### src/rtl/load_store_controller.sv
`default_nettype none
// ============================================================================
// Module      : load_store_controller
// Description : Sequences byte/halfword/word loads and stores between the
//               execute stage and a fixed-latency data memory. Stores drive
//               byte-lane enables with lane-replicated data. Loads wait the
//               memory latency, pick the addressed lane and extend it to 32
//               bits. Misaligned or illegal accesses are answered with an
//               error response and never reach memory.
// Revision    : 1.0 - initial release
// ============================================================================
module load_store_controller #(
  parameter int MEM_LATENCY = 1,
  parameter int ADDR_W      = 32
) (
  input  logic              clk,
  input  logic              rst,
  input  logic              req_valid,
  output logic              req_ready,
  input  logic              req_write,
  input  logic [1:0]        req_size,
  input  logic              req_signed,
  input  logic [ADDR_W-1:0] req_addr,
  input  logic [31:0]       req_wdata,
  output logic              mem_en,
  output logic [3:0]        mem_we,
  output logic [ADDR_W-1:0] mem_addr,
  output logic [31:0]       mem_wdata,
  input  logic [31:0]       mem_rdata,
  output logic              rsp_valid,
  output logic [31:0]       rsp_rdata,
  output logic              rsp_error,
  output logic              busy
);

  typedef enum logic [2:0] {
    ST_IDLE      = 3'd0,
    ST_STORE     = 3'd1,
    ST_LOAD_WAIT = 3'd2,
    ST_RESP      = 3'd3,
    ST_ERR       = 3'd4
  } state_t;

  // Latency counter loads this value on acceptance and counts down to zero.
  localparam logic [2:0] LAT_INIT = 3'(MEM_LATENCY);

  state_t              state_q, state_d;
  logic [2:0]          cnt_q, cnt_d;
  logic [1:0]          lane_q, lane_d;
  logic [1:0]          size_q, size_d;
  logic                signed_q, signed_d;
  logic                mem_en_q, mem_en_d;
  logic [3:0]          mem_we_q, mem_we_d;
  logic [ADDR_W-1:0]   mem_addr_q, mem_addr_d;
  logic [31:0]         mem_wdata_q, mem_wdata_d;
  logic                rsp_valid_q, rsp_valid_d;
  logic [31:0]         rsp_rdata_q, rsp_rdata_d;
  logic                rsp_error_q, rsp_error_d;

  logic                misaligned;
  logic [3:0]          store_we;
  logic [31:0]         store_wdata;
  logic [7:0]          load_byte;
  logic [15:0]         load_half;
  logic [31:0]         load_ext;

  // Alignment rule: halfwords need an even address, words a 4-byte boundary.
  always_comb begin
    misaligned = 1'b0;
    case (req_size)
      2'b00:   misaligned = 1'b0;
      2'b01:   misaligned = req_addr[0];
      2'b10:   misaligned = |req_addr[1:0];
      default: misaligned = 1'b1;
    endcase
  end

  // Byte-lane enables and replicated store data from the incoming request.
  always_comb begin
    store_we    = 4'b1111;
    store_wdata = req_wdata;
    case (req_size)
      2'b00: begin
        store_we    = 4'b0001 << req_addr[1:0];
        store_wdata = {4{req_wdata[7:0]}};
      end
      2'b01: begin
        store_we    = req_addr[1] ? 4'b1100 : 4'b0011;
        store_wdata = {2{req_wdata[15:0]}};
      end
      default: begin
        store_we    = 4'b1111;
        store_wdata = req_wdata;
      end
    endcase
  end

  // Lane select and sign/zero extension of the returning read data.
  always_comb begin
    case (lane_q)
      2'd0:    load_byte = mem_rdata[7:0];
      2'd1:    load_byte = mem_rdata[15:8];
      2'd2:    load_byte = mem_rdata[23:16];
      default: load_byte = mem_rdata[31:24];
    endcase
    load_half = lane_q[1] ? mem_rdata[31:16] : mem_rdata[15:0];
    case (size_q)
      2'b00:   load_ext = {{24{signed_q & load_byte[7]}}, load_byte};
      2'b01:   load_ext = {{16{signed_q & load_half[15]}}, load_half};
      default: load_ext = mem_rdata;
    endcase
  end

  // Next-state and next-output computation for the access sequencer.
  always_comb begin
    state_d     = state_q;
    cnt_d       = cnt_q;
    lane_d      = lane_q;
    size_d      = size_q;
    signed_d    = signed_q;
    mem_en_d    = 1'b0;
    mem_we_d    = 4'b0000;
    mem_addr_d  = mem_addr_q;
    mem_wdata_d = mem_wdata_q;
    rsp_valid_d = 1'b0;
    rsp_error_d = 1'b0;
    rsp_rdata_d = rsp_rdata_q;
    unique case (state_q)
      ST_IDLE: begin
        if (req_valid) begin
          lane_d   = req_addr[1:0];
          size_d   = req_size;
          signed_d = req_signed;
          if (misaligned) begin
            // Error response goes out next cycle; memory is left untouched.
            state_d     = ST_ERR;
            rsp_valid_d = 1'b1;
            rsp_error_d = 1'b1;
            rsp_rdata_d = 32'd0;
          end else begin
            mem_en_d   = 1'b1;
            mem_addr_d = {req_addr[ADDR_W-1:2], 2'b00};
            if (req_write) begin
              state_d     = ST_STORE;
              mem_we_d    = store_we;
              mem_wdata_d = store_wdata;
            end else begin
              state_d = ST_LOAD_WAIT;
              cnt_d   = LAT_INIT;
            end
          end
        end
      end
      ST_STORE: begin
        state_d     = ST_RESP;
        rsp_valid_d = 1'b1;
        rsp_rdata_d = 32'd0;
      end
      ST_LOAD_WAIT: begin
        if (cnt_q == 3'd0) begin
          state_d     = ST_RESP;
          rsp_valid_d = 1'b1;
          rsp_rdata_d = load_ext;
        end else begin
          cnt_d = cnt_q - 3'd1;
        end
      end
      ST_RESP: state_d = ST_IDLE;
      ST_ERR:  state_d = ST_IDLE;
      default: state_d = ST_IDLE;
    endcase
  end

  // State and registered outputs; reset aborts any access in flight.
  always_ff @(posedge clk) begin
    if (rst) begin
      state_q     <= ST_IDLE;
      cnt_q       <= 3'd0;
      lane_q      <= 2'd0;
      size_q      <= 2'd0;
      signed_q    <= 1'b0;
      mem_en_q    <= 1'b0;
      mem_we_q    <= 4'b0000;
      mem_addr_q  <= '0;
      mem_wdata_q <= 32'd0;
      rsp_valid_q <= 1'b0;
      rsp_rdata_q <= 32'd0;
      rsp_error_q <= 1'b0;
    end else begin
      state_q     <= state_d;
      cnt_q       <= cnt_d;
      lane_q      <= lane_d;
      size_q      <= size_d;
      signed_q    <= signed_d;
      mem_en_q    <= mem_en_d;
      mem_we_q    <= mem_we_d;
      mem_addr_q  <= mem_addr_d;
      mem_wdata_q <= mem_wdata_d;
      rsp_valid_q <= rsp_valid_d;
      rsp_rdata_q <= rsp_rdata_d;
      rsp_error_q <= rsp_error_d;
    end
  end

  assign req_ready = (state_q == ST_IDLE);
  assign busy      = (state_q != ST_IDLE);
  assign mem_en    = mem_en_q;
  assign mem_we    = mem_we_q;
  assign mem_addr  = mem_addr_q;
  assign mem_wdata = mem_wdata_q;
  assign rsp_valid = rsp_valid_q;
  assign rsp_rdata = rsp_rdata_q;
  assign rsp_error = rsp_error_q;

endmodule
`default_nettype wire

### config.mk
export PLATFORM = sky130hd
export DESIGN_NAME = load_store_controller
export DESIGN_NICKNAME = d
export VERILOG_FILES = /design/src/rtl/load_store_controller.sv
export SDC_FILE = /design/constraint.sdc
export NUM_CORES = 1
export LEC_CHECK = 0
export ABC_AREA = 1
export CAP_MARGIN = 20
export CORE_UTILIZATION = 29
export CTS_CLUSTER_DIAMETER = 60
export DETAILED_ROUTE_END_ITERATION = 10
export GPL_ROUTABILITY_DRIVEN = 0
export PLACE_DENSITY = 0.58
export SYNTH_ARGS = -nofsm -noshare
export SYNTH_HDL_FRONTEND = slang
export SYNTH_SLANG_ARGS = --single-unit
### constraint.sdc
create_clock -name clk -period 2.1 [get_ports clk]
set_input_delay 0.42 -clock clk [delete_from_list [all_inputs] [get_ports clk]]
set_output_delay 0.42 -clock clk [all_outputs]
set_load 0.05 [all_outputs]
==> flow_summary.ini <==
[timing]
worst_slew_pin_slew_ps = 810
fin_crit_sh = 0.937
hold_violations = 0
relSlewSlack = 0.458
finalSetupViolations = 0
clock_skew_ps = 12.7
max_freq_mhz = 508
period_minus_slack_ps = 1970
worst_slack_ps = 131
drv_slew = 0
rsz0062_at_grt = no

[pwr]
power.leakage_uw = 0.00306
power_density_nw_per_um2 = 782
ir_drop_v = 0.000403

[cts]
numCtsBuffers = 9
root_buffer = clkbuf_16
ctsResizeCount = 0
clock-sinks = 112
hold_buffers = 0
htree_levels = 3
tritoncts = built
clkTransAtPathRegs_ps = 80
postCtsSetupBuffers = 0
clock_path_buffers = 2
worstSkewPairLatency_ps = 350

[critical_path]
arrival_ps = 1550
r2r_slack_ps = 390
worstPathBufferInverterCount = 1
critPathKind = register to output pin
cp-start-kind = register
max_stage_delay_ps = 820
crit_path_cell_trace = clkdlybuf4s50_1
r2r-start = cnt_q[0]$_SDFFE_PP0P_
cp_slowest_cell = clkdlybuf4s50_1
r2r_cells = 11
cp.required_ps = 1680
cp_top_family = buffers and inverters
worstReg2RegEnd = rsp_rdata[12]$_SDFFE_PP0P_
cp_max_fo = 2
crit_path_end_kind = output pin

[grt]
grt_usage = 0.180
grt_pass1_wl_um = 25400
grt_max_degree = 46
grt_pass1_vias = 4714
antenna_found_initial = 1
gr-total-overflow = 0

[final_layout]
layout_commonest_cell = clkdlybuf4s50_1
drive_above_1_share = 0.0776
antenna_cells = 0
final_nets = 1002
postLayoutCellArea_um2 = 7580
layout_common_cells = clkdlybuf4s50_1 (203), nor2_1 (137), nand2_1 (135)
fillers = 1756
final_cells = 1127
syn_to_final_growth_pct = 49.0

[logic_synthesis]
synth_area_per_cell_um2 = 7.20
yosys_warnings = 0
synth_top_area_frac = 0.440
ys_ff_latch = 112
synth_area_leader_cell = dfxtp_1
syn_inst = 707
ys_seq_area_frac = 0.440
synth_area_leaders = dfxtp_1 (44%), nor2_1 (10%), nand2_1 (10%)
ys_types = 30
syn_area_um2 = 5090

[die]
start_util = 0.295
die_h_um = 134
fp-row-count = 48
core_region_area_um2 = 17200
die_w_um = 134
num_io_pins = 208
dieArea_um2 = 18100

[job]
cap_viol_max_count = 0

[detailed_routing]
ant_nets = 0
vias = 5057
drt_iter0_markers = 254
routed_wl_um = 16000
via_per_inst = 4.49
wl_per_cell_um = 14.2
drtPass1Iterations = 4
drc = 0

[worst_hold_path]
hold_path_startpoint = rsp_rdata[29]$_SDFFE_PP0P_
holdPathEnd = rsp_rdata[29]$_SDFFE_PP0P_
min_path_cells = 2
min_path_type = register to register

[place]
placed_area_um2 = 7300
port_buffers = 205
hpwl_um = 11700
post-place-cells = 1111
pre_cts_slack_ps = -41.2

[status]
outcome = finished clean
metal layers:
| layer | wire length, um | vias up | GRT usage | share of wire |
|---|---|---|---|---|
| met1 | 7470 | 2237 | 0.240 | 0.47 |
| met4 | 300 | 2 | 0.0668 | 0.019 |
| met5 | 12 | - | 0 | 0.00075 |
| met2 | 7150 | 141 | 0.279 | 0.45 |
| met3 | 1090 | 20 | 0.0488 | 0.068 |
| li1 | - | 2657 | - | - |
synth_stat cells:
| cell | n |
|---|---|
| buf_6 | 14 |
| inv_2 | 4 |
| nor2_4 | 2 |
| inv_4 | 4 |
| nand3_4 | 3 |
| buf_1 | 1 |
| buf_4 | 4 |
| nand3_1 | 12 |
| conb_1 | 1 |
| o22ai_1 | 1 |
| o211ai_1 | 12 |
| a21oi_1 | 84 |
| or2_2 | 2 |
| o21ai_1 | 14 |
| dfxtp_1 | 112 |
| nor2_2 | 10 |
| ha_1 | 2 |
| nand4_1 | 1 |
| buf_2 | 12 |
| inv_1 | 39 |
| nand2_1 | 135 |
| nor2_8 | 3 |
| nand3_2 | 1 |
| nand2_2 | 1 |
| nand2_4 | 3 |
| o21ai_0 | 76 |
| nor2_1 | 137 |
| nor3_1 | 2 |
| clkinv_2 | 1 |
| clkbuf_1 | 14 |
sequential cells by signal, indices dropped and copies added (netlist names), 2 cells and up:
name	cells
state_q	3
size_q	2
mem_addr	30
mem_wdata	32
lane_q	2
rsp_rdata	32
cnt_q	3
mem_we	4
cell type report:
| class | instances | area [um^2] | area share |
|---|---|---|---|
| Inverter | 48 | 191 | 0.0252 |
| Tap cell | 225 | 282 | 0.0371 |
| Clock buffer | 9 | 225 | 0.0297 |
| Multi-Input combinational cell | 503 | 2360 | 0.311 |
| Sequential cell | 112 | 2240 | 0.296 |
| Timing Repair Buffer | 223 | 2230 | 0.294 |
| Clock inverter | 7 | 55.1 | 0.00726 |
how the worst max path moves through the flow:
| stage | startpoint | end | slack (ps) | depth (start not counted) |
|---|---|---|---|---|
| after floorplan | state_q[2]$_SDFFE_PP0P_ | cnt_q[0]$_SDFFE_PP0P_ | 480 | 8 |
| final | rsp_rdata[12]$_SDFFE_PP0P_ | rsp_rdata[12] | 130 | 1 |
| after CTS | rsp_rdata[5]$_SDFFE_PP0P_ | rsp_rdata[5] | 120 | 1 |
| after global routing | rsp_rdata[12]$_SDFFE_PP0P_ | rsp_rdata[12] | 90 | 1 |
| after global placement | req_size[0] | mem_wdata[24]$_SDFFE_PP0P_ | -30 | 6 |
| after detailed placement | req_size[0] | mem_wdata[28]$_SDFFE_PP0P_ | -40 | 6 |
where the power goes:
group / switching [uW] / internal [uW]
logic: 1200 / 701
registers: 88.7 / 2280
clock network: 843 / 818
kinds of logic after synthesis:
kind of cell	synth area share
other	0.000737
adders and majority gates	0.00491
AOI/OAI and AO/OA	0.190
buffers and inverters	0.0973
and+or+nand+nor	0.267
DFF	0.440
per-stage QoR:
stage          total power, uW  TNS (ps)  hold slack [ps]  utilization
6_report                  5930         0              463        0.440
5_1_grt                   6240         0              482        0.440
3_3_place_gp              4330     -89.3              451        0.424
2_1_floorplan             3650         0              441            -
3_5_place_dp              4330      -732              454        0.424
4_1_cts                   6010         0              466        0.440
Power figures use the tool's default switching activity.
==> edit 1, RTL diff (config.mk and constraints unchanged) <==
Set the parameter `ADDR_W` to 64 (it was 32).
--- a/src/rtl/load_store_controller.sv
+++ b/src/rtl/load_store_controller.sv
@@ -13,3 +13,3 @@
   parameter int MEM_LATENCY = 1,
-  parameter int ADDR_W      = 32
+  parameter int ADDR_W      = 64
 ) (
Interface: changed (resized mem_addr and req_addr); port bits go from 208 to 272. The function was not compared with the original's and may differ.
==> edit 1 against the unedited design <==
- setup slack got worse by 0.053 ns
- synthesized area rose by 18%
- routed wire length increased by 27%
- clock skew decreased by 0.0023 ns
- sequential cell count grew 32
- final area rose by 28%
- power up 43%
- final cell count increased by 24%
- largest power group unchanged
==> edit 1: results <==
[outcome]
outcome = complete, no violations

[setup_path]
cp.arrival_ns = 1.60
setup.worst_path.end = mem_wdata[4]
slowest_delay_ns = 0.82
r2r-end = rsp_rdata[16]$_SDFFE_PP0P_
r2r_slack_ns = 0.28
cp-startpoint = mem_wdata[4]$_SDFFE_PP0P_

[timing]
slew-limit-headroom_pct = 62.6
skew_ns = 0.0104
final.period_utilization_pct = 96.3

[logic_synthesis]
synth_common_cells = nor2_1 (211), dfxtp_1 (144), nand2_1 (136), o21ai_0 (122), a21oi_1 (84)
synth_compound_area_share_pct = 18.8
synthAdderAreaFrac_pct = 0.417
yosys-top-cells-area = dfxtp_1 (48%), nor2_1 (13%), o21ai_0 (10%)
seq_area_frac_synth_pct = 48.0
synth_top_area_cell = dfxtp_1
muxShareOfSynthArea_pct = 0
async_reset_ff_share_pct = 0
syn_avg_cell_area_sq_um = 7.11
synth.distinct_cells = 27

[worst_hold_path]
worstHoldStart = cnt_q[1]$_SDFFE_PP0P_
hold_end = cnt_q[1]$_SDFFE_PP0P_

[clocking]
clk_latency_ns = 0.42
clk_pin_slew_ns = 0.06
clk_path_buf_depth = 2
cts_buffers = 17
cts_htree_levels = 4

[placed_design]
pre_cts_slack_ns = 0.0653
dpl.cell_count = 1363
port_buffers = 269
post-dp-hpwl_mm = 14.5

[global_route]
grtUsageMet2_pct = 30.8
grt_pass1_vias = 6086
grt_use_total_pct = 19.2
use_met3_pct = 7.21
grt_pass1_wl_mm = 32.1
grtUsageMet1_pct = 23.6
grt_max_degree = 81

[drt]
top_layer = met5
routed_wl_mm = 20.3
wl_met2_mm = 9.20
wl_met1_mm = 8.96
num_vias = 6311
first_pass_iters = 5
drt_iter0_drc = 251
viasPerCell = 4.52
met3_length_mm = 1.83

[power]
p_comb_w = 0.00239
powerDensity_mw_per_mm2 = 875
clock_net_power_w = 0.00301
irDropWorstVdd_mv = 0.604
p_leak_nw = 3.99
p_sw_w = 0.00285

[final_layout]
layout.nets = 1249
nFillCells = 2026
drive_above_1_share_pct = 8.09
edit 1: what timing repair did:
item | in CTS | in global routing
resized for setup | 0 | 3
endpoints found under the setup margin | 0 | 16
endpoints found under the hold margin | 0 | 0
edit 1: through the flow:
| stage | cell area [sq um] | hold slack [ns] | util (%) |
|---|---|---|---|
| global route | 9690 | 0.483 | 47.9 |
| global placement | 9100 | 0.451 | 45.0 |
| finish | 9690 | 0.462 | 47.9 |
| CTS | 9690 | 0.463 | 47.9 |
| detailed placement | 9100 | 0.453 | 45.0 |
| floorplan | 6010 | 0.441 | - |
edit 1: kinds of logic after synthesis:
family,Yosys count
other cells,1
simple gates,376
flops,144
buf+inv,103
fa+ha+maj,2
compound gates,219
edit 1: final cells by class:
| cell class | instances | share of cell area, % |
|---|---|---|
| multi-input combinational | 599 | 27.5 |
| clock inverter | 12 | 1.41 |
| clock buffer | 20 | 4.61 |
| tap | 270 | 3.49 |
| inverter | 48 | 1.88 |
| timing repair buffer | 302 | 31.4 |
| sequential | 144 | 29.7 |
==> edit 2, RTL diff (config.mk and constraints unchanged) <==
Made on the original files. Encoding of `state_t`: now one-hot (5 bits for 5 states).
--- a/src/rtl/load_store_controller.sv
+++ b/src/rtl/load_store_controller.sv
@@ -35,8 +35,8 @@
 
-  typedef enum logic [2:0] {
-    ST_IDLE      = 3'd0,
-    ST_STORE     = 3'd1,
-    ST_LOAD_WAIT = 3'd2,
-    ST_RESP      = 3'd3,
-    ST_ERR       = 3'd4
+  typedef enum logic [4:0] {
+    ST_IDLE      = 5'b00001,
+    ST_STORE     = 5'b00010,
+    ST_LOAD_WAIT = 5'b00100,
+    ST_RESP      = 5'b01000,
+    ST_ERR       = 5'b10000
   } state_t;
Check against the original RTL: no difference found for any inputs over 4 cycles, from zero or initial values and one cycle with rst high; so few cycles prove little.
==> edit 2 against the unedited design <==
- clock skew down 0.0047 ns
- clock power up 68%
- die area up 2.7%
- global-route usage up 1.3 points
- final area up 8.7%
- sequential cell count up 2
- synthesized cell count up 9.3%
- synthesized area up 2.7%
- routed wire length up 9.8%
- setup slack worse by 0.038 ns
- power up 14%
- critical path type unchanged
==> edit 2: results <==
[setup_path]
r2r_slack_ns = 0.36
cp-startpoint = rsp_error$_SDFF_PP0_
cp.arrival_ns = 1.59
reg2reg_depth = 9
r2r-end = mem_wdata[7]$_SDFFE_PP0P_
r2r_start = state_q[2]$_SDFFE_PP0P_

[timing]
slew-limit-headroom_pct = 63.3
hold_slack_ns = 0.471
skew_ns = 0.00797

[drt]
drt_iter0_drc = 290
routed_wl_mm = 17.6
wl_per_cell_microns = 14.4
first_pass_iters = 5
num_vias = 5754

[logic_synthesis]
netlist_instances = 773
yosysWarnings = 0
synth_common_cells = nor2_1 (164), nand2_1 (129), dfxtp_1 (114), o21ai_0 (102), a21oi_1 (81)
seq_area_frac_synth_pct = 43.6
synth.distinct_cells = 27

[placed_design]
dpl.cell_count = 1188
post-dp-hpwl_mm = 12.9

[final_layout]
drive_above_1_share_pct = 8.54
layout.nets = 1087
nFillCells = 1764

[floorplanning]
start_util_pct = 29.9

[global_route]
grtUsageMet2_pct = 30.9
use_met3_pct = 6.67
grt_use_total_pct = 19.3
grtUsageMet1_pct = 24.3
grt_pass1_wl_mm = 27.8
antenna_found_initial = 0

[worst_hold_path]
worstHoldPathCells = 2
worstHoldStart = rsp_rdata[14]$_SDFFE_PP0P_
hold_end = rsp_rdata[14]$_SDFFE_PP0P_

[clocking]
post_cts_buffers = 0
clk_latency_ns = 0.41
cts_buffers = 17
cts_htree_levels = 4
clk_pin_slew_ns = 0.06

[power]
total_power_w = 0.00676
sw_frac_of_total_pct = 32.6
irDropWorstVdd_mv = 0.567
p_leak_nw = 3.38
p_seq_share_pct = 34.7

[outcome]
outcome = complete, no violations
-- edit 2: how the worst max path moves through the flow --
stage | cells after the start | endpoint | slack, ns
after floorplan | 7 | rsp_rdata[31]$_SDFFE_PP0P_ | 0.27
after global placement | 10 | mem_wdata[6]$_SDFFE_PP0P_ | -0.03
after detailed placement | 10 | mem_wdata[6]$_SDFFE_PP0P_ | -0.08
after CTS | 1 | rsp_rdata[24] | 0.07
after global routing | 1 | mem_wdata[28] | 0.02
final | 1 | rsp_error | 0.09
-- edit 2: layout make-up --
type	count	area [sq um]	area share [%]
well taps	225	282	3.41
multi-input cells	557	2510	30.5
clock inverters	15	150	1.82
inverters	55	206	2.50
clock buffers	17	425	5.16
flip-flops and latches	114	2280	27.7
repair buffers	237	2380	28.9
-- edit 2: through the flow --
stage / area [sq um] / worst slack [ns]
global placement: 7670 / -0.0321
floorplan: 5230 / 0.268
global route: 8250 / 0.0208
detailed placement: 7670 / -0.0785
CTS: 8250 / 0.0682
finish: 8250 / 0.0930
-- edit 2: cell families after synthesis --
family | after synthesis | synth area share (%)
AND/OR/NAND/NOR | 345 | 26.9
AO/OA/AOI/OAI | 208 | 20.5
flip-flops | 114 | 43.6
buffers and inverters | 103 | 8.35
adder cells (fa/ha/maj) | 2 | 0.478
other | 1 | 0.0717
-- edit 2: per-layer routing --
metal | routed length (microns) | vias to the layer above | share of wire [%]
met1 | 7850 | 2596 | 45
met4 | 132 | 0 | 0.75
met2 | 8000 | 214 | 45
met5 | 0 | - | 0
met3 | 1620 | 10 | 9.2
li1 | - | 2934 | -
